==> config.mk <==
export PLATFORM = sky130hd
export DESIGN_NAME = id_ex_stage
export DESIGN_NICKNAME = d
export VERILOG_FILES = /design/src/rtl/riscv_pkg.sv /design/src/rtl/imm_gen.sv /design/src/rtl/id_ex_stage.sv
export SDC_FILE = /design/constraint.sdc
export NUM_CORES = 1
export LEC_CHECK = 0
export BUFFER_PORTS_ARGS = -buffer_cell sky130_fd_sc_hd__buf_2
export CORE_MARGIN = 5
export CORE_UTILIZATION = 47
export DETAILED_ROUTE_END_ITERATION = 12
export PLACE_DENSITY_LB_ADDON = 0.1
export SLEW_MARGIN = 40
export SYNTH_ARGS = -nofsm -noshare
export SYNTH_HDL_FRONTEND = slang
export SYNTH_SLANG_ARGS = --single-unit
==> constraint.sdc <==
create_clock -name clk -period 1.8 [get_ports clk]
set_clock_uncertainty 0.2 [all_clocks]
set_input_delay 0.09 -clock clk [delete_from_list [all_inputs] [get_ports clk]]
set_output_delay 0.09 -clock clk [all_outputs]
set_load 0.1 [all_outputs]
==> src/rtl/riscv_pkg.sv <==
// Shared RV32I decode definitions: opcodes, ALUOp encodings and the control bundle
// carried from decode into the ID/EX register.
package riscv_pkg;

    localparam logic [6:0] OPC_R     = 7'b0110011;
    localparam logic [6:0] OPC_LD    = 7'b0000011;
    localparam logic [6:0] OPC_IMM   = 7'b0010011;
    localparam logic [6:0] OPC_S     = 7'b0100011;
    localparam logic [6:0] OPC_B     = 7'b1100011;
    localparam logic [6:0] OPC_JAL   = 7'b1101111;
    localparam logic [6:0] OPC_JALR  = 7'b1100111;
    localparam logic [6:0] OPC_LUI   = 7'b0110111;
    localparam logic [6:0] OPC_AUIPC = 7'b0010111;

    localparam logic [2:0] F3_SR     = 3'b101;

    typedef enum logic [1:0] {
        ALUOP_ADD    = 2'b00,
        ALUOP_BRANCH = 2'b01,
        ALUOP_RTYPE  = 2'b10,
        ALUOP_ITYPE  = 2'b11
    } alu_op_e;

    typedef struct packed {
        logic    branch;
        logic    memRead;
        logic    memToReg;
        logic    memWrite;
        logic    ALUSrc;
        logic    regWrite;
        logic    jump;
        alu_op_e ALUOp;
        logic    illegal;
    } ctrl_t;

endpackage

==> src/rtl/imm_gen.sv <==
// Combinational RV32I immediate former; the sign bit is always instr[31].
module imm_gen
    import riscv_pkg::*;
#(
    parameter int XLEN = 32
) (
    input  logic [31:0]     i_instr,
    output logic [XLEN-1:0] o_imm
);

    logic [31:0] w_uImm;

    assign w_uImm = {i_instr[31:12], 12'b0};

    always_comb begin
        o_imm = '0;
        case (i_instr[6:0])
            OPC_LD, OPC_IMM, OPC_JALR:
                o_imm = {{(XLEN-12){i_instr[31]}}, i_instr[31:20]};
            OPC_S:
                o_imm = {{(XLEN-12){i_instr[31]}}, i_instr[31:25], i_instr[11:7]};
            OPC_B:
                o_imm = {{(XLEN-12){i_instr[31]}}, i_instr[7], i_instr[30:25],
                         i_instr[11:8], 1'b0};
            OPC_JAL:
                o_imm = {{(XLEN-20){i_instr[31]}}, i_instr[19:12], i_instr[20],
                         i_instr[30:21], 1'b0};
            OPC_LUI, OPC_AUIPC:
                o_imm = {{(XLEN-31){i_instr[31]}}, w_uImm[30:0]};
            default:
                o_imm = '0;
        endcase
    end

endmodule

==> src/rtl/id_ex_stage.sv <==
// RV32I decode plus ID/EX pipeline register, with load-use bubble insertion,
// EX flush and EX backpressure handling.
module id_ex_stage
    import riscv_pkg::*;
#(
    parameter int XLEN             = 32,
    parameter int REG_NUM_BITWIDTH = 5,
    parameter int HAZARD_EN        = 1
) (
    input  logic                        clk,
    input  logic                        rst,
    input  logic                        in_valid,
    input  logic [31:0]                 in_instr,
    input  logic [XLEN-1:0]             in_pc,
    input  logic                        flush,
    input  logic                        ex_ready,
    output logic                        id_stall,
    output logic                        out_valid,
    output logic [XLEN-1:0]             out_pc,
    output logic [XLEN-1:0]             out_imm,
    output logic [REG_NUM_BITWIDTH-1:0] out_rs1,
    output logic [REG_NUM_BITWIDTH-1:0] out_rs2,
    output logic [REG_NUM_BITWIDTH-1:0] out_rd,
    output logic                        out_branch,
    output logic                        out_memRead,
    output logic                        out_memToReg,
    output logic                        out_memWrite,
    output logic                        out_ALUSrc,
    output logic                        out_regWrite,
    output logic                        out_jump,
    output logic [1:0]                  out_ALUOp,
    output logic [3:0]                  out_inst_ALU,
    output logic                        out_illegal
);

    logic [XLEN-1:0]             w_imm;
    logic [REG_NUM_BITWIDTH-1:0] w_rs1, w_rs2, w_rd;
    logic [3:0]                  w_instAlu;
    ctrl_t                       w_ctrl;
    logic                        w_useRs1, w_useRs2, w_hazard;

    logic                        r_valid;
    logic [XLEN-1:0]             r_pc, r_imm;
    logic [REG_NUM_BITWIDTH-1:0] r_rs1, r_rs2, r_rd;
    logic [3:0]                  r_instAlu;
    ctrl_t                       r_ctrl;

    imm_gen #(.XLEN(XLEN)) u_immGen (
        .i_instr (in_instr),
        .o_imm   (w_imm)
    );

    assign w_rs1 = REG_NUM_BITWIDTH'(in_instr[19:15]);
    assign w_rs2 = REG_NUM_BITWIDTH'(in_instr[24:20]);
    assign w_rd  = REG_NUM_BITWIDTH'(in_instr[11:7]);

    always_comb begin
        w_ctrl    = '0;
        w_useRs1  = 1'b0;
        w_useRs2  = 1'b0;
        w_instAlu = {in_instr[30], in_instr[14:12]};
        case (in_instr[6:0])
            OPC_R: begin
                w_ctrl.regWrite = 1'b1;
                w_ctrl.ALUOp    = ALUOP_RTYPE;
                w_useRs1        = 1'b1;
                w_useRs2        = 1'b1;
            end
            OPC_LD: begin
                w_ctrl.memRead  = 1'b1;
                w_ctrl.memToReg = 1'b1;
                w_ctrl.ALUSrc   = 1'b1;
                w_ctrl.regWrite = 1'b1;
                w_useRs1        = 1'b1;
            end
            OPC_IMM: begin
                w_ctrl.ALUSrc   = 1'b1;
                w_ctrl.regWrite = 1'b1;
                w_ctrl.ALUOp    = ALUOP_ITYPE;
                w_useRs1        = 1'b1;
                // instr[30] is immediate data except for the SRLI/SRAI selector
                if (in_instr[14:12] != F3_SR)
                    w_instAlu[3] = 1'b0;
            end
            OPC_S: begin
                w_ctrl.memWrite = 1'b1;
                w_ctrl.ALUSrc   = 1'b1;
                w_useRs1        = 1'b1;
                w_useRs2        = 1'b1;
            end
            OPC_B: begin
                w_ctrl.branch   = 1'b1;
                w_ctrl.ALUOp    = ALUOP_BRANCH;
                w_useRs1        = 1'b1;
                w_useRs2        = 1'b1;
            end
            OPC_JAL: begin
                w_ctrl.jump     = 1'b1;
                w_ctrl.regWrite = 1'b1;
            end
            OPC_JALR: begin
                w_ctrl.jump     = 1'b1;
                w_ctrl.regWrite = 1'b1;
                w_ctrl.ALUSrc   = 1'b1;
                w_useRs1        = 1'b1;
            end
            OPC_LUI, OPC_AUIPC: begin
                w_ctrl.ALUSrc   = 1'b1;
                w_ctrl.regWrite = 1'b1;
            end
            default: w_ctrl.illegal = 1'b1;
        endcase
    end

    // A bubble or flush entry carries memRead=0, so it can never cause a hazard.
    assign w_hazard = (HAZARD_EN != 0) && in_valid && r_valid && r_ctrl.memRead &&
                      (r_rd != '0) &&
                      ((w_useRs1 && (r_rd == w_rs1)) || (w_useRs2 && (r_rd == w_rs2)));

    always_comb begin
        id_stall = 1'b0;
        if (rst || flush)
            id_stall = 1'b0;
        else if (!ex_ready)
            id_stall = in_valid;
        else if (w_hazard)
            id_stall = 1'b1;
    end

    always_ff @(posedge clk) begin
        if (rst) begin
            r_valid   <= 1'b0;
            r_pc      <= '0;
            r_imm     <= '0;
            r_rs1     <= '0;
            r_rs2     <= '0;
            r_rd      <= '0;
            r_instAlu <= '0;
            r_ctrl    <= '0;
        end else if (flush) begin
            r_valid <= 1'b0;
            r_ctrl  <= '0;
        end else if (ex_ready) begin
            r_pc      <= in_pc;
            r_imm     <= w_imm;
            r_rs1     <= w_rs1;
            r_rs2     <= w_rs2;
            r_rd      <= w_rd;
            r_instAlu <= w_instAlu;
            if (w_hazard) begin
                r_valid <= 1'b0;
                r_ctrl  <= '0;
            end else begin
                r_valid <= in_valid;
                r_ctrl  <= in_valid ? w_ctrl : '0;
            end
        end
    end

    assign out_valid    = r_valid;
    assign out_pc       = r_pc;
    assign out_imm      = r_imm;
    assign out_rs1      = r_rs1;
    assign out_rs2      = r_rs2;
    assign out_rd       = r_rd;
    assign out_inst_ALU = r_instAlu;
    assign out_branch   = r_ctrl.branch;
    assign out_memRead  = r_ctrl.memRead;
    assign out_memToReg = r_ctrl.memToReg;
    assign out_memWrite = r_ctrl.memWrite;
    assign out_ALUSrc   = r_ctrl.ALUSrc;
    assign out_regWrite = r_ctrl.regWrite;
    assign out_jump     = r_ctrl.jump;
    assign out_ALUOp    = r_ctrl.ALUOp;
    assign out_illegal  = r_ctrl.illegal;

endmodule

# Word level (Yosys, flattened, before mapping)
# Cells that the tools add are included.
# word_totals
reg_bits,94
in_bits,69
# classes
eq_ne,12
mux,19
bitwise,1
n_reduce_logical,19
# ops
op,count
one-hot mux 32 bit (5 select lines),1
== test 7 x 6 -> 1 bit (second input constant),3
== test 7 bit (second input constant),3
2-to-1 mux 10 bit,2
== test 7 x 5 -> 1 bit (second input constant),2
2-to-1 mux 1 bit,14
OR reduction 6 bit,2
== test 5 bit,2
OR reduction 9 bit,1
== test 7 x 2 -> 1 bit (second input constant),1
OR reduction 7 bit,1
logical AND 1 bit,6
one-hot mux 2 bit (3 select lines),1
OR reduction 2 bit,3
OR reduction 3 bit,2
nonzero test 5 bit,1
!= test 3 bit (second input constant),1
logical OR 1 bit,2
2-to-1 mux 2 bit,1
AND reduction 2 bit,1
inverter 1 bit,1

# Depth between registers and ports, before layout
# Gate-level depths: netlist of run 1.
# depth
depth_word,9
depth_mapped,7
mapped_depth_nobuf,5

# Cells and area by module
# From an unflattened synthesis of run 1, not the netlist that was laid out.
# unflattened
cells_unflattened,527
area_unflattened_um2,4063.9
# by_module_without_submodules
module,instances,cells_each,area_each_um2
id_ex_stage,1,448,3517.1
imm_gen,1,79,546.8

# Least setup slack after synthesis of run 1
# No wires, ideal clock.
# synth_timing
path_kind,register to output
startpoint,"reg r_rd[2], in the netlist out_rd[2]"
endpoint,out id_stall
t_arrival_ps,2684
required_ps,1510
setup_slack_ps,-1174
stages_incl_launch_ff,6
path_buffers,0
cell_sequence,dfxtp_1 -> xor2_1 -> nor4_1 -> nand4_1 -> a21oi_2 -> a22o_1
# synth_between
elab_chain_cells,7
word_cells_on_any_way,11
cone_classes,eq/ne (2); mux (3); reduce/logical (6)
# synth_lines
element,line_no,rtl
"start, declared",id_ex_stage.sv:44,"logic [REG_NUM_BITWIDTH-1:0] r_rs1, r_rs2, r_rd;"
"start signal, assigned",id_ex_stage.sv:148,r_rd <= w_rd;
== test 5 bit,id_ex_stage.sv:118,((w_useRs1 && (r_rd == w_rs1)) || (w_useRs2 && (r_rd == w_rs2)));
logical AND 1 bit,id_ex_stage.sv:118,
logical OR 1 bit,id_ex_stage.sv:118,
logical AND 1 bit *,id_ex_stage.sv:117,(r_rd != '0) &&
2-to-1 mux 1 bit *,id_ex_stage.sv:126,else if (w_hazard)
2-to-1 mux 1 bit *,id_ex_stage.sv:124,else if (!ex_ready)
2-to-1 mux 1 bit *,id_ex_stage.sv:122,if (rst || flush)
"end, declared",id_ex_stage.sv:17,"output logic id_stall,"
# Every way passes the cells marked *; elsewhere a longest branch is shown, timed or not.

# Worst setup path after layout of run 1
# layout_timing
startpoint,"reg r_rd[1], in the netlist out_rd[1]"
endpoint,out id_stall
# Same word-level chain as after synthesis.

==> impl_results.rst, run 1 <==
.. list-table::
   :header-rows: 1

   * - Metric
     - Value
   * - Run status
     - complete, but fails checks
   * - Failing checks
     - setup timing
   * - Initial core utilization
     - 0.486
   * - Actual slew at the worst max-slew pin
     - approximately 770 ps
   * - Top post-synthesis cells by area
     - sky130_fd_sc_hd__dfxtp_1, sky130_fd_sc_hd__nand2_1, sky130_fd_sc_hd__a21oi_1
   * - Reg-to-Reg Start
     - out_rd[1]$_SDFFE_PP0P_
   * - First-pass detailed-route iteration total
     - 4
   * - Floorplan die height
     - around 100 um
   * - Share of total power in the clock network
     - 0.301
   * - Final estimated routing congestion in global placement
     - approximately 0.90
   * - Average footprint of a synthesized cell
     - between 8 and 9 um^2
   * - Routed wire length per instance
     - ~15 um
   * - Placeable Area
     - roughly 7800 um^2
   * - Fillcell total
     - ~650
   * - Most common cell after layout, fill and taps aside
     - sky130_fd_sc_hd__buf_2
   * - Syn nets
     - roughly 540
   * - Fraction of power consumed by combinational cells
     - 0.220
   * - Clk sink count
     - 93
   * - Worst relative slew slack
     - 0.483
   * - Insertion delay of the later-clocked pin in the worst-skew pair
     - 350 ps
   * - Remaining antenna violation count
     - 0
   * - Period utilization
     - 1.20
   * - Final core utilization
     - 0.739
   * - Synth-to-layout area growth
     - 52.0%
   * - Flip-flop and latch area
     - approximately 1900 um^2
   * - Number of port buffers
     - roughly 160
   * - Pin count of the biggest net entering global routing
     - slightly below 60
   * - Detailed Route Iter0 Violations
     - ~190
   * - Launch point of the critical path
     - out_rd[1]$_SDFFE_PP0P_
   * - Setup TNS
     - -362 ps
   * - Number of flops mapped to enable cells by yosys
     - 0
   * - Combined area of all synthesized cells
     - ~3800 um^2
   * - Class of the tightest hold or removal check
     - input pin to register
   * - Final total power
     - between 4 and 5 mW
   * - Power density over cell area
     - around 780 nW/um^2
   * - Number of H-tree levels
     - 3
   * - Number of vias per cell
     - 5.06
   * - Cells on worst reg2reg path
     - 6
   * - Width of the die
     - about 100 um
   * - Number of pins exceeding their max-slew limit in the final report
     - 0
   * - Yosys reg bits
     - 93
   * - Critical Path Start Type
     - register
   * - Number of instances in the synthesized netlist
     - about 470
   * - DIE AREA
     - a little under 10000 um^2
   * - Count of boundary I/O pins
     - about 160
   * - Count of antenna diodes in the layout
     - 0
   * - Share of flip-flops with an asynchronous set or reset after synthesis
     - 0
   * - Peak supply drop
     - 0.000440 V
   * - Dominant register cell in the synthesized netlist
     - sky130_fd_sc_hd__dfxtp_1
   * - Area of the multi-input gates
     - 1800 um^2
   * - Switch share
     - 0.329
   * - Nature of the critical path endpoint
     - output pin
   * - Reported max-cap violation count
     - 0
   * - Final setup violation count
     - 1
   * - Detailed-route via count
     - about 4100
   * - Detail Placement HPWL
     - around 8500 um
   * - Aggregate routed wire length
     - between 10000 and 15000 um
   * - Aggregate global routing overflow
     - 0
   * - Clock Pin Slew Worst Setup and Hold Paths
     - 90 ps
   * - Highest Clock Rate
     - between 0.4 and 0.5 GHz
   * - Crit path kind
     - register to output pin
   * - Lkg Pwr
     - 2.64 nW
   * - Number of buffers inserted during clock tree synthesis
     - 9
   * - RSZ-0062 raised after global routing
     - true
   * - Number of antenna violations at the first check in global routing
     - 0
   * - Crit path to
     - id_stall
   * - Part of the total power dissipated in sequential elements
     - 0.479
   * - Num rows
     - 32
   * - Internal Dissipation
     - between 2 and 3 mW
   * - Switching component of the power
     - 1.47 mW
   * - Unique cell type count in the Yosys netlist
     - 44
   * - Required @ worst endpoint
     - around 1500 ps
   * - Maximum net fanout on the critical path
     - 3
   * - Yosys warns
     - 0
   * - Synth top area share
     - 0.493
   * - CP arrival
     - between 1500 and 2000 ps
   * - Reg2Reg Capture Point
     - out_memRead$_SDFFE_PN0P_
   * - Final min period
     - around 2200 ps
   * - Final #Nets
     - between 700 and 800
   * - Top cell type by total area after synthesis
     - sky130_fd_sc_hd__dfxtp_1
   * - Slack of the worst reg-to-reg path
     - 10 ps
   * - Layout cell share with drive strength beyond 1
     - 0.337
   * - Number of global-route vias before repair
     - about 4000
   * - Sequential element share of the synthesized area
     - 0.493
   * - Dpl ws
     - -134 ps
   * - Root Buffer
     - sky130_fd_sc_hd__clkbuf_8
   * - Final hold violations
     - 0
   * - Slack of the critical path
     - -362 ps
   * - TritonCTS clock tree
     - done
   * - Residual DRC count
     - 0
   * - Leading cell types in the layout, fill and taps excluded
     - sky130_fd_sc_hd__buf_2, sky130_fd_sc_hd__nand2_1, sky130_fd_sc_hd__dfxtp_1
   * - Wire length of the first global-routing pass
     - 19300 um
   * - Total GRT Usage
     - 0.239
   * - Maximum buffer depth of the clock tree
     - 2
## state kept, by name, summed over array words and instances (netlist names), 2 cells and up
register / flops
out_imm: 32
out_ALUOp: 2
out_inst_ALU: 4
out_rs1: 5
out_rd: 5
out_pc: 32
out_rs2: 5
## per-layer routing
| metal | GRT usage | wire length (um) |
|---|---|---|
| met1 | 0.298 | 5300 |
| met2 | 0.416 | 6010 |
| met3 | 0.0568 | 922 |
| met4 | 0.0588 | 211 |
| met5 | 0 | 0 |
## synthesized netlist by cell type, types with 2 or more instances
cell type                  number
sky130_fd_sc_hd__nor3_1         5
sky130_fd_sc_hd__nand2b_1       2
sky130_fd_sc_hd__a21oi_1       64
sky130_fd_sc_hd__nand4_1        3
sky130_fd_sc_hd__nor2b_1        2
sky130_fd_sc_hd__xor2_1         8
sky130_fd_sc_hd__nor4_1         2
sky130_fd_sc_hd__o21ai_1       31
sky130_fd_sc_hd__buf_4          3
sky130_fd_sc_hd__or4_1          2
sky130_fd_sc_hd__nand3b_1       2
sky130_fd_sc_hd__a21o_1         9
sky130_fd_sc_hd__clkbuf_1      17
sky130_fd_sc_hd__a22oi_1       10
sky130_fd_sc_hd__a21oi_2        9
sky130_fd_sc_hd__o21ai_0        7
sky130_fd_sc_hd__inv_1          3
sky130_fd_sc_hd__buf_1          5
sky130_fd_sc_hd__and2_1         3
sky130_fd_sc_hd__buf_2          8
sky130_fd_sc_hd__dfxtp_1       93
sky130_fd_sc_hd__nand3_1        4
sky130_fd_sc_hd__xnor2_1        2
sky130_fd_sc_hd__nand2_1      137
sky130_fd_sc_hd__nor2_1        16
sky130_fd_sc_hd__o31ai_1        2
## per-stage QoR
stage / hold slack [ps] / cell area (um^2) / std cells
3_5_place_dp: 135 / 4860 / 726
5_1_grt: 53.2 / 5740 / 809
3_3_place_gp: 130 / 4860 / 726
2_1_floorplan: 15.7 / 3810 / 467
4_1_cts: 0.791 / 5710 / 808
6_report: 27.6 / 5740 / 809
## final cells by class
cell class / instances / area share
flip-flops and latches: 93 / 0.328
multi-input cells: 337 / 0.314
clock inverters: 4 / 0.00523
repair buffers: 258 / 0.301
inverters: 3 / 0.00196
clock buffers: 12 / 0.0272
well taps: 102 / 0.0222
## power groups by stage
stage / logic [mW] / clock network (mW) / registers [mW]
after floorplan: 0.208 / 0 / 2.58
after global routing: 1.03 / 1.46 / 2.14
after global placement: 0.842 / 0 / 2.18
after detailed placement: 0.849 / 0 / 2.19
final: 0.980 / 1.34 / 2.14
after CTS: 0.967 / 1.37 / 2.14
## kinds of logic (layout without fill, tap and decap cells)
kind of cell	after synthesis	count (layout)	synth area share
AO/OA/AOI/OAI	140	140	0.220
XOR/XNOR	10	10	0.0232
buffers and inverters	37	277	0.0444
flip-flops	93	93	0.493
multiplexers	2	2	0.00663
AND/OR/NAND/NOR	185	185	0.212
## what timing repair did
| action | CTS | global route |
|---|---|---|
| hold buffers | 64 | 0 |
| endpoints found under the setup margin | 10 | 10 |
| hold endpoints to repair | 86 | 0 |
| pin swaps | 1 | 6 |
| resized for setup | 2 | 3 |
| setup buffers | 2 | 2 |
## worst max-delay path, cell delays in order, from the launching register on
cell	delay (ps)
sky130_fd_sc_hd__dfxtp_4	360
sky130_fd_sc_hd__xor2_2	150
sky130_fd_sc_hd__nor4_4	310
sky130_fd_sc_hd__nand4_1	190
sky130_fd_sc_hd__a21oi_4	200
sky130_fd_sc_hd__a22o_4	140
sky130_fd_sc_hd__buf_12	160
## how the worst min path moves through the flow
stage,from,endpoint,depth (start not counted)
finish,ex_ready,out_memRead$_SDFFE_PN0P_,5
CTS,ex_ready,out_valid$_SDFFE_PN0P_,5
floorplan,in_instr[7],out_rd[0]$_SDFFE_PP0P_,2
global route,ex_ready,out_memRead$_SDFFE_PN0P_,5
global placement,in_pc[8],out_pc[8]$_SDFFE_PP0P_,3
detailed placement,in_pc[10],out_pc[10]$_SDFFE_PP0P_,3
No activity file was read; power rests on OpenSTA's default activity.
==> run 2: changes to the inputs <==
CORE_UTILIZATION = 49   (was 47)
CTS_BUF_LIST = sky130_fd_sc_hd__clkbuf_4   (was unset)
==> run 2 against run 1 <==
Net effect: the run ends with hold timing, setup timing left; first-iteration DRC count fell by 7.0%; sequential share of layout area down 1.6 points; flip-flop and latch count is the same; critical path depth up 1; critical path type unchanged; critical endpoint unchanged; largest power group unchanged.
==> impl_results.rst, run 2 (synthesis gave the netlist of run 1 again) <==
.. list-table::
   :header-rows: 1

   * - Metric
     - Value
   * - Pin count of the biggest net entering global routing
     - 58 (unchanged)
   * - Wire length of the first global-routing pass
     - 20800 um (+7.7%)
   * - Final Instance Count excl. Fillers
     - 834 (+3.1%)
   * - Fillcell total
     - 561 (-13%)
   * - Detail Placement HPWL
     - 8290 um (-2.4%)
   * - Class of the tightest hold or removal check
     - input pin to register
   * - Final core utilization
     - 0.792 (+0.0532)
   * - Dpl ws
     - -16.3 ps (+117 ps)
   * - Final min period
     - 2240 ps (+76.6 ps)
   * - Number of vias per cell
     - 5.27 (+4.2%)
   * - Aggregate routed wire length
     - 13600 um (+9.4%)
   * - TritonCTS clock tree
     - done
   * - Aggregate global routing overflow
     - 0 (unchanged)
   * - Reported max-cap violation count
     - 0 (unchanged)
   * - Placeable Area
     - 7610 um^2 (-2.1%)
   * - Number of global-route vias before repair
     - 4311 (+8.5%)
   * - Crit path kind
     - register to output pin
   * - Maximum buffer depth of the clock tree
     - 2 (unchanged)
   * - Cells on worst reg2reg path
     - 8 (+2)
   * - Layout cell share with drive strength beyond 1
     - 0.336 (-0.000568)
   * - RSZ-0062 raised after global routing
     - true
   * - Total GRT Usage
     - 0.266 (+0.0267)
   * - Count of antenna diodes in the layout
     - 0 (unchanged)
   * - Final setup violation count
     - 11 (+10)
   * - Detailed Route Iter0 Violations
     - 172 (-7.0%)
   * - Leading cell types in the layout, fill and taps excluded
     - sky130_fd_sc_hd__buf_2, sky130_fd_sc_hd__nand2_1, sky130_fd_sc_hd__dfxtp_1
   * - Root Buffer
     - sky130_fd_sc_hd__clkbuf_4
   * - Failing checks
     - hold timing, setup timing
   * - Num rows
     - 32 (unchanged)
   * - Actual slew at the worst max-slew pin
     - 550 ps (-222 ps)
   * - Slack of the critical path
     - -438 ps (-76.6 ps)
   * - Required @ worst endpoint
     - 1510 ps (about the same)
   * - Most common cell after layout, fill and taps aside
     - sky130_fd_sc_hd__buf_2
   * - Met3 Resource Use GR
     - 0.0764 (+0.0196)
   * - Total instance count after detailed placement
     - 720 (-0.83%)
   * - Critical Path Start Type
     - register
   * - Final estimated routing congestion in global placement
     - 0.873 (-2.9%)
   * - Maximum net fanout on the critical path
     - 4 (+1)
   * - Lkg Pwr
     - 2.81 nW (+6.1%)
   * - Initial core utilization
     - 0.496 (+0.0102)
   * - Count of boundary I/O pins
     - 164 (unchanged)
   * - Floorplan die height
     - 97.8 um (-1.9%)
   * - Synth-to-layout area growth
     - 59.6%
   * - Clock Pin Slew Worst Setup and Hold Paths
     - 130 ps (+40 ps)
   * - DIE AREA
     - 9560 um^2 (-3.7%)
   * - Detailed-route via count
     - 4397 (+7.4%)
   * - Highest Clock Rate
     - 0.447 GHz (-3.4%)
   * - Worst relative slew slack
     - 0.632 (+0.149)
   * - Number of pins exceeding their max-slew limit in the final report
     - 0 (unchanged)
   * - Power density over cell area
     - 694 nW/um^2 (-11%)
   * - Residual DRC count
     - 0 (unchanged)
   * - Insertion delay of the later-clocked pin in the worst-skew pair
     - 430 ps (+80 ps)
   * - Final hold violations
     - 5 (+5)
   * - Clk sink count
     - 93 (unchanged)
   * - First-pass detailed-route iteration total
     - 5 (+1)
   * - Routed wire length per instance
     - 16.3 um (+6.1%)
   * - Peak supply drop
     - 0.000501 V (+14%)
   * - Met1 Usage GRT
     - 0.314 (+0.0164)
   * - Number of port buffers
     - 163 (unchanged)
   * - Min-Delay Path Depth
     - 5 (unchanged)
   * - Number of buffers inserted during clock tree synthesis
     - 9 (unchanged)
   * - Width of the die
     - 97.8 um (-1.9%)
   * - Run status
     - complete, but fails checks
   * - Number of H-tree levels
     - 3 (unchanged)
   * - Nature of the critical path endpoint
     - output pin
   * - Remaining antenna violation count
     - 0 (unchanged)
   * - Most heavily used metal layer in global routing
     - met2
   * - CP arrival
     - 1950 ps (+80 ps)
   * - Number of antenna violations at the first check in global routing
     - 0 (unchanged)
   * - Period utilization
     - 1.24 (+0.0425)
   * - Final #Nets
     - 796 (+3.2%)
   * - Min Hold Slack
     - -36.6 ps (-64.3 ps)
   * - Routing usage on met2
     - 0.451 (+0.0344)
## run 2: cell types whose count changed in the layout (fill, tap and decap cells not counted), sizes merged
cell          before  now
clkinvlp           2    0
dlygate4sd3       64   81
clkinv             0    3
inv                5    6
dlymetal6s4s       0    4
buf              194  195
clkbuf            12   13
## run 2: worst paths after layout
kind                             start                        end  slack, ps
max             out_rd[0]$_SDFFE_PP0P_                   id_stall       -440
min                                rst    out_branch$_SDFFE_PN0P_        -40
max reg2reg     out_rd[0]$_SDFFE_PP0P_    out_branch$_SDFFE_PN0P_        -50
min reg2reg  out_memWrite$_SDFFE_PN0P_  out_memWrite$_SDFFE_PN0P_        250
## run 2: critical path, cell delays in order, from the launching register on
cell	delay [ps]
sky130_fd_sc_hd__dfxtp_4	380
sky130_fd_sc_hd__buf_4	140
sky130_fd_sc_hd__xor2_1	150
sky130_fd_sc_hd__nor3_1	170
sky130_fd_sc_hd__nand3_1	170
sky130_fd_sc_hd__a21oi_4	210
sky130_fd_sc_hd__a22o_4	140
sky130_fd_sc_hd__buf_12	160
## run 2: metrics by stage
stage	total power [mW]	TNS [ps]	area [um^2]
CTS	4.14	-1750	5770
finish	4.18	-825	6030
global route	4.35	-1870	6030
global placement	3.01	0	4820
detailed placement	3.02	-52.6	4820
floorplan	2.79	-142	3810
## run 2: cell type report
type,instances,area (um^2),area share
clock buffers,10,75.1,0.0125
inverters,3,11.3,0.00187
clock inverters,6,35.0,0.00581
well taps,102,128,0.0212
repair buffers,283,2070,0.344
multi-input cells,337,1820,0.302
flip-flops and latches,93,1880,0.312
## run 2: repair_timing
item | 4_1_cts | 5_1_grt
endpoints found under the setup margin | 10 | 24
endpoints found under the hold margin | 93 | 6
gates cloned | 0 | 4
pin swaps | 0 | 3
setup buffers | 0 | 10
gates resized for setup | 1 | 22
hold buffers | 84 | 1
## run 2: per-layer routing
metal / up-vias / share of wire
met5: - / 0
met4: 0 / 0.027
met3: 33 / 0.082
met2: 193 / 0.50
met1: 2071 / 0.39
li1: 2100 / -
## run 2: report_power, final
part | internal, mW | switching [mW] | leakage, nW
Combinational | 0.330 | 0.710 | 1.98
Sequential | 2.11 | 0.0308 | 0.760
Clock | 0.299 | 0.702 | 0.0689
==> run 3: changes to the inputs <==
CORE_UTILIZATION = 50   (was 49)
SYNTH_HIERARCHICAL = 1   (was unset)
==> run 3 against run 2 <==
Net effect: the flow finishes with violations (setup timing); die area grew 4.9%; via count grew 4.0%; clock power grew 29%; fmax shrank 5.5%; largest cell class is now multi-input combinational cells; setup slack lost 130 ps; register-to-register slack lost 100 ps.
==> impl_results.rst, run 3 <==
.. list-table::
   :header-rows: 1

   * - Metric
     - Value
   * - Final core utilization
     - 0.776 (-0.0158)
   * - Routed wire length per instance
     - 15.3 um (-6.4%)
   * - Dominant register cell in the synthesized netlist
     - sky130_fd_sc_hd__dfxtp_1
   * - Width of the die
     - 100 um (+2.4%)
   * - Slack of the worst reg-to-reg path
     - -150 ps (-100 ps)
   * - Floorplan die height
     - 100 um (+2.4%)
   * - Maximum net fanout on the critical path
     - 4 (unchanged)
   * - Launch point of the critical path
     - out_rd[2]$_SDFFE_PP0P_
   * - First-pass detailed-route iteration total
     - 5 (unchanged)
   * - Clk sink count
     - 93 (unchanged)
   * - Required @ worst endpoint
     - 1510 ps (about the same)
   * - Final #Nets
     - 831 (+4.4%)
   * - Combined area of all synthesized cells
     - 4060 um^2 (+7.6%)
   * - Period utilization
     - 1.32 (+0.0721)
   * - Synth-to-layout area growth
     - 49.2%
   * - Initial core utilization
     - 0.521 (+0.0241)
   * - Run status
     - complete, but fails checks
   * - Area of the multi-input gates
     - 2080 um^2 (+14%)
   * - Number of global-route vias before repair
     - 4574 (+6.1%)
   * - Maximum buffer depth of the clock tree
     - 2 (unchanged)
   * - Leading cell types in the layout, fill and taps excluded
     - sky130_fd_sc_hd__nand2_1, sky130_fd_sc_hd__buf_2, sky130_fd_sc_hd__a21oi_1
   * - Yosys reg bits
     - 93 (unchanged)
   * - Top post-synthesis cells by area
     - sky130_fd_sc_hd__dfxtp_1, sky130_fd_sc_hd__nand2_1, sky130_fd_sc_hd__a21oi_1
   * - Total GRT Usage
     - 0.264 (-0.00213)
   * - Total instance count after detailed placement
     - 778 (+8.1%)
   * - Share of flip-flops with an asynchronous set or reset after synthesis
     - 0 (unchanged)
   * - Detail Placement HPWL
     - 8430 um (+1.6%)
   * - Aggregate global routing overflow
     - 0 (unchanged)
   * - Reg2Reg Capture Point
     - out_memRead$_SDFFE_PN0P_
   * - Number of port buffers
     - 163 (unchanged)
   * - Sequential element share of the synthesized area
     - 0.458 (-0.0349)
   * - DIE AREA
     - 10000 um^2 (+4.9%)
   * - Placeable Area
     - 7810 um^2 (+2.6%)
   * - Final hold violations
     - 0 (-5)
   * - Pin count of the biggest net entering global routing
     - 84 (+45%)
   * - Final min period
     - 2370 ps (+130 ps)
   * - Number of vias per cell
     - 5.25 (-0.37%)
   * - Synth cell count leaders
     - sky130_fd_sc_hd__nand2_1, sky130_fd_sc_hd__dfxtp_1, sky130_fd_sc_hd__a21oi_1, sky130_fd_sc_hd__clkbuf_1, sky130_fd_sc_hd__nand3_1
   * - Peak supply drop
     - 0.000533 V (+6.4%)
   * - Slack of the critical path
     - -568 ps (-130 ps)
   * - RSZ-0062 raised after global routing
     - true
   * - Residual DRC count
     - 0 (unchanged)
   * - Crit path kind
     - register to output pin
   * - Number of flops mapped to enable cells by yosys
     - 0 (unchanged)
   * - Syn nets
     - 596 (+11%)
   * - Most common cell after layout, fill and taps aside
     - sky130_fd_sc_hd__nand2_1
   * - Num rows
     - 32 (unchanged)
   * - Final Instance Count excl. Fillers
     - 871 (+4.4%)
   * - Wire length of the first global-routing pass
     - 21400 um (+2.9%)
   * - Root Buffer
     - sky130_fd_sc_hd__clkbuf_4
   * - Reg-to-Reg Start
     - out_rd[4]$_SDFFE_PP0P_
   * - Number of buffers inserted during clock tree synthesis
     - 9 (unchanged)
   * - Detailed-route via count
     - 4575 (+4.0%)
   * - Nature of the critical path endpoint
     - output pin
   * - Crit path to
     - id_stall
   * - Reported max-cap violation count
     - 0 (unchanged)
   * - Cells on worst reg2reg path
     - 6 (-2)
   * - Detailed Route Iter0 Violations
     - 197 (+15%)
   * - Final setup violation count
     - 8 (-3)
   * - Setup TNS
     - -1140 ps (-313 ps)
   * - Average footprint of a synthesized cell
     - 7.71 um^2 (-4.6%)
   * - Insertion delay of the later-clocked pin in the worst-skew pair
     - 440 ps (about the same)
   * - Remaining antenna violation count
     - 0 (unchanged)
   * - Post-route met1 wirelength
     - 5240 um (-0.63%)
   * - Clock Pin Slew Worst Setup and Hold Paths
     - 150 ps (+20 ps)
   * - Failing checks
     - setup timing
   * - Met3 wire length
     - 912 um (-18%)
   * - Unique cell type count in the Yosys netlist
     - 51 (+16%)
   * - Fillcell total
     - 588 (+4.8%)
   * - Top cell type by total area after synthesis
     - sky130_fd_sc_hd__dfxtp_1
   * - Aggregate routed wire length
     - 13300 um (-2.2%)
   * - Final estimated routing congestion in global placement
     - 0.872 (about the same)
   * - Power density over cell area
     - 742 nW/um^2 (+6.9%)
   * - Number of pins exceeding their max-slew limit in the final report
     - 0 (unchanged)
   * - Number of antenna violations at the first check in global routing
     - 0 (unchanged)
   * - Actual slew at the worst max-slew pin
     - 636 ps (+85.5 ps)
   * - Final total power
     - 4.50 mW (+7.5%)
   * - Lkg Pwr
     - 2.70 nW (-3.6%)
   * - Class of the tightest hold or removal check
     - input pin to register
   * - Layout cell share with drive strength beyond 1
     - 0.317 (-0.0192)
   * - Highest Clock Rate
     - 0.422 GHz (-5.5%)
   * - Yosys warns
     - 6 (+6)
   * - Number of instances in the synthesized netlist
     - 527 (+13%)
   * - TritonCTS clock tree
     - done
   * - Critical Path Start Type
     - register
   * - Flip-flop and latch area
     - 1880 um^2 (unchanged)
   * - Synth top area share
     - 0.458 (-0.0349)
   * - Uppermost layer routed
     - met4
   * - Count of boundary I/O pins
     - 164 (unchanged)
   * - CP arrival
     - 2080 ps (+130 ps)
   * - Most repeated cell in the gate-level netlist after synthesis
     - sky130_fd_sc_hd__nand2_1
   * - Number of H-tree levels
     - 3 (unchanged)
   * - Worst relative slew slack
     - 0.576 (-0.0558)
   * - Met2 layer wire length in the routed design
     - 6720 um (-2.0%)
-- run 3: worst min-delay path by stage --
stage                     start                   endpoint  slack, ps  depth (start not counted)
finish              in_instr[3]   out_illegal$_SDFFE_PN0P_         60                          5
floorplan           in_instr[5]   out_memRead$_SDFFE_PN0P_        -10                          1
global route        in_instr[3]   out_illegal$_SDFFE_PN0P_         70                          5
CTS                 in_instr[4]  out_regWrite$_SDFFE_PN0P_          6                          4
global placement      in_pc[16]    out_pc[16]$_SDFFE_PP0P_        130                          3
detailed placement     in_pc[4]     out_pc[4]$_SDFFE_PP0P_        140                          3
-- run 3: per-layer routing --
metal | global-route usage | vias to the layer above
met5 | 0 | -
met4 | 0.133 | 0
met3 | 0.0577 | 42
met2 | 0.458 | 177
met1 | 0.304 | 2109
li1 | - | 2247
-- run 3: kinds of logic (layout without fill, tap and decap cells) --
family,count (synthesis),in the layout,synth area share
muxes,1,1,0.00246
other,0,2,0
DFF,93,93,0.458
AOI/OAI and AO/OA,139,139,0.211
xor gates and xnor gates,10,10,0.0216
and+or+nand+nor,244,244,0.264
buffers and inverters,40,280,0.0428
-- run 3: worst max-delay path, stage by stage (launching register included) --
cell and delay (ps):
sky130_fd_sc_hd__dfxtp_4 390, sky130_fd_sc_hd__xor2_1 160, sky130_fd_sc_hd__nor4_2 340, sky130_fd_sc_hd__nand3_1 190, sky130_fd_sc_hd__a21boi_4 220, sky130_fd_sc_hd__o211a_4 180, sky130_fd_sc_hd__buf_12 160
-- run 3: cell type report --
type                    instances  share of cell area
multi-input cells             394               0.344
well taps                     102              0.0211
clock buffers                   9              0.0111
inverters                       2             0.00124
diodes                          2            0.000826
flip-flops and latches         93               0.311
repair buffers                262               0.295
clock inverters                 7              0.0161
-- run 3: timing repair --
action | 4_1_cts | 5_1_grt
setup buffers | 1 | 3
gates resized for setup | 2 | 7
pin swaps | 1 | 5
hold buffers | 72 | 0
endpoints found under the setup margin | 10 | 11
endpoints found under the hold margin | 93 | 0
-- run 3: per-stage QoR --
stage	hold WS, ps	cell area [um^2]	setup WS [ps]
after global routing	66.8	6060	-679
after CTS	5.91	6010	-589
after global placement	129	5100	-67.8
final	57.8	6060	-568
after floorplan	-12.8	4090	-262
after detailed placement	135	5100	-74.7
-- run 3: power breakdown --
| group | total, mW | switching, mW | internal (mW) | leakage [nW] |
|---|---|---|---|---|
| Combinational | 1.06 | 0.746 | 0.318 | 1.86 |
| Clock | 1.29 | 0.716 | 0.571 | 0.0846 |
| Sequential | 2.15 | 0.0316 | 2.11 | 0.760 |
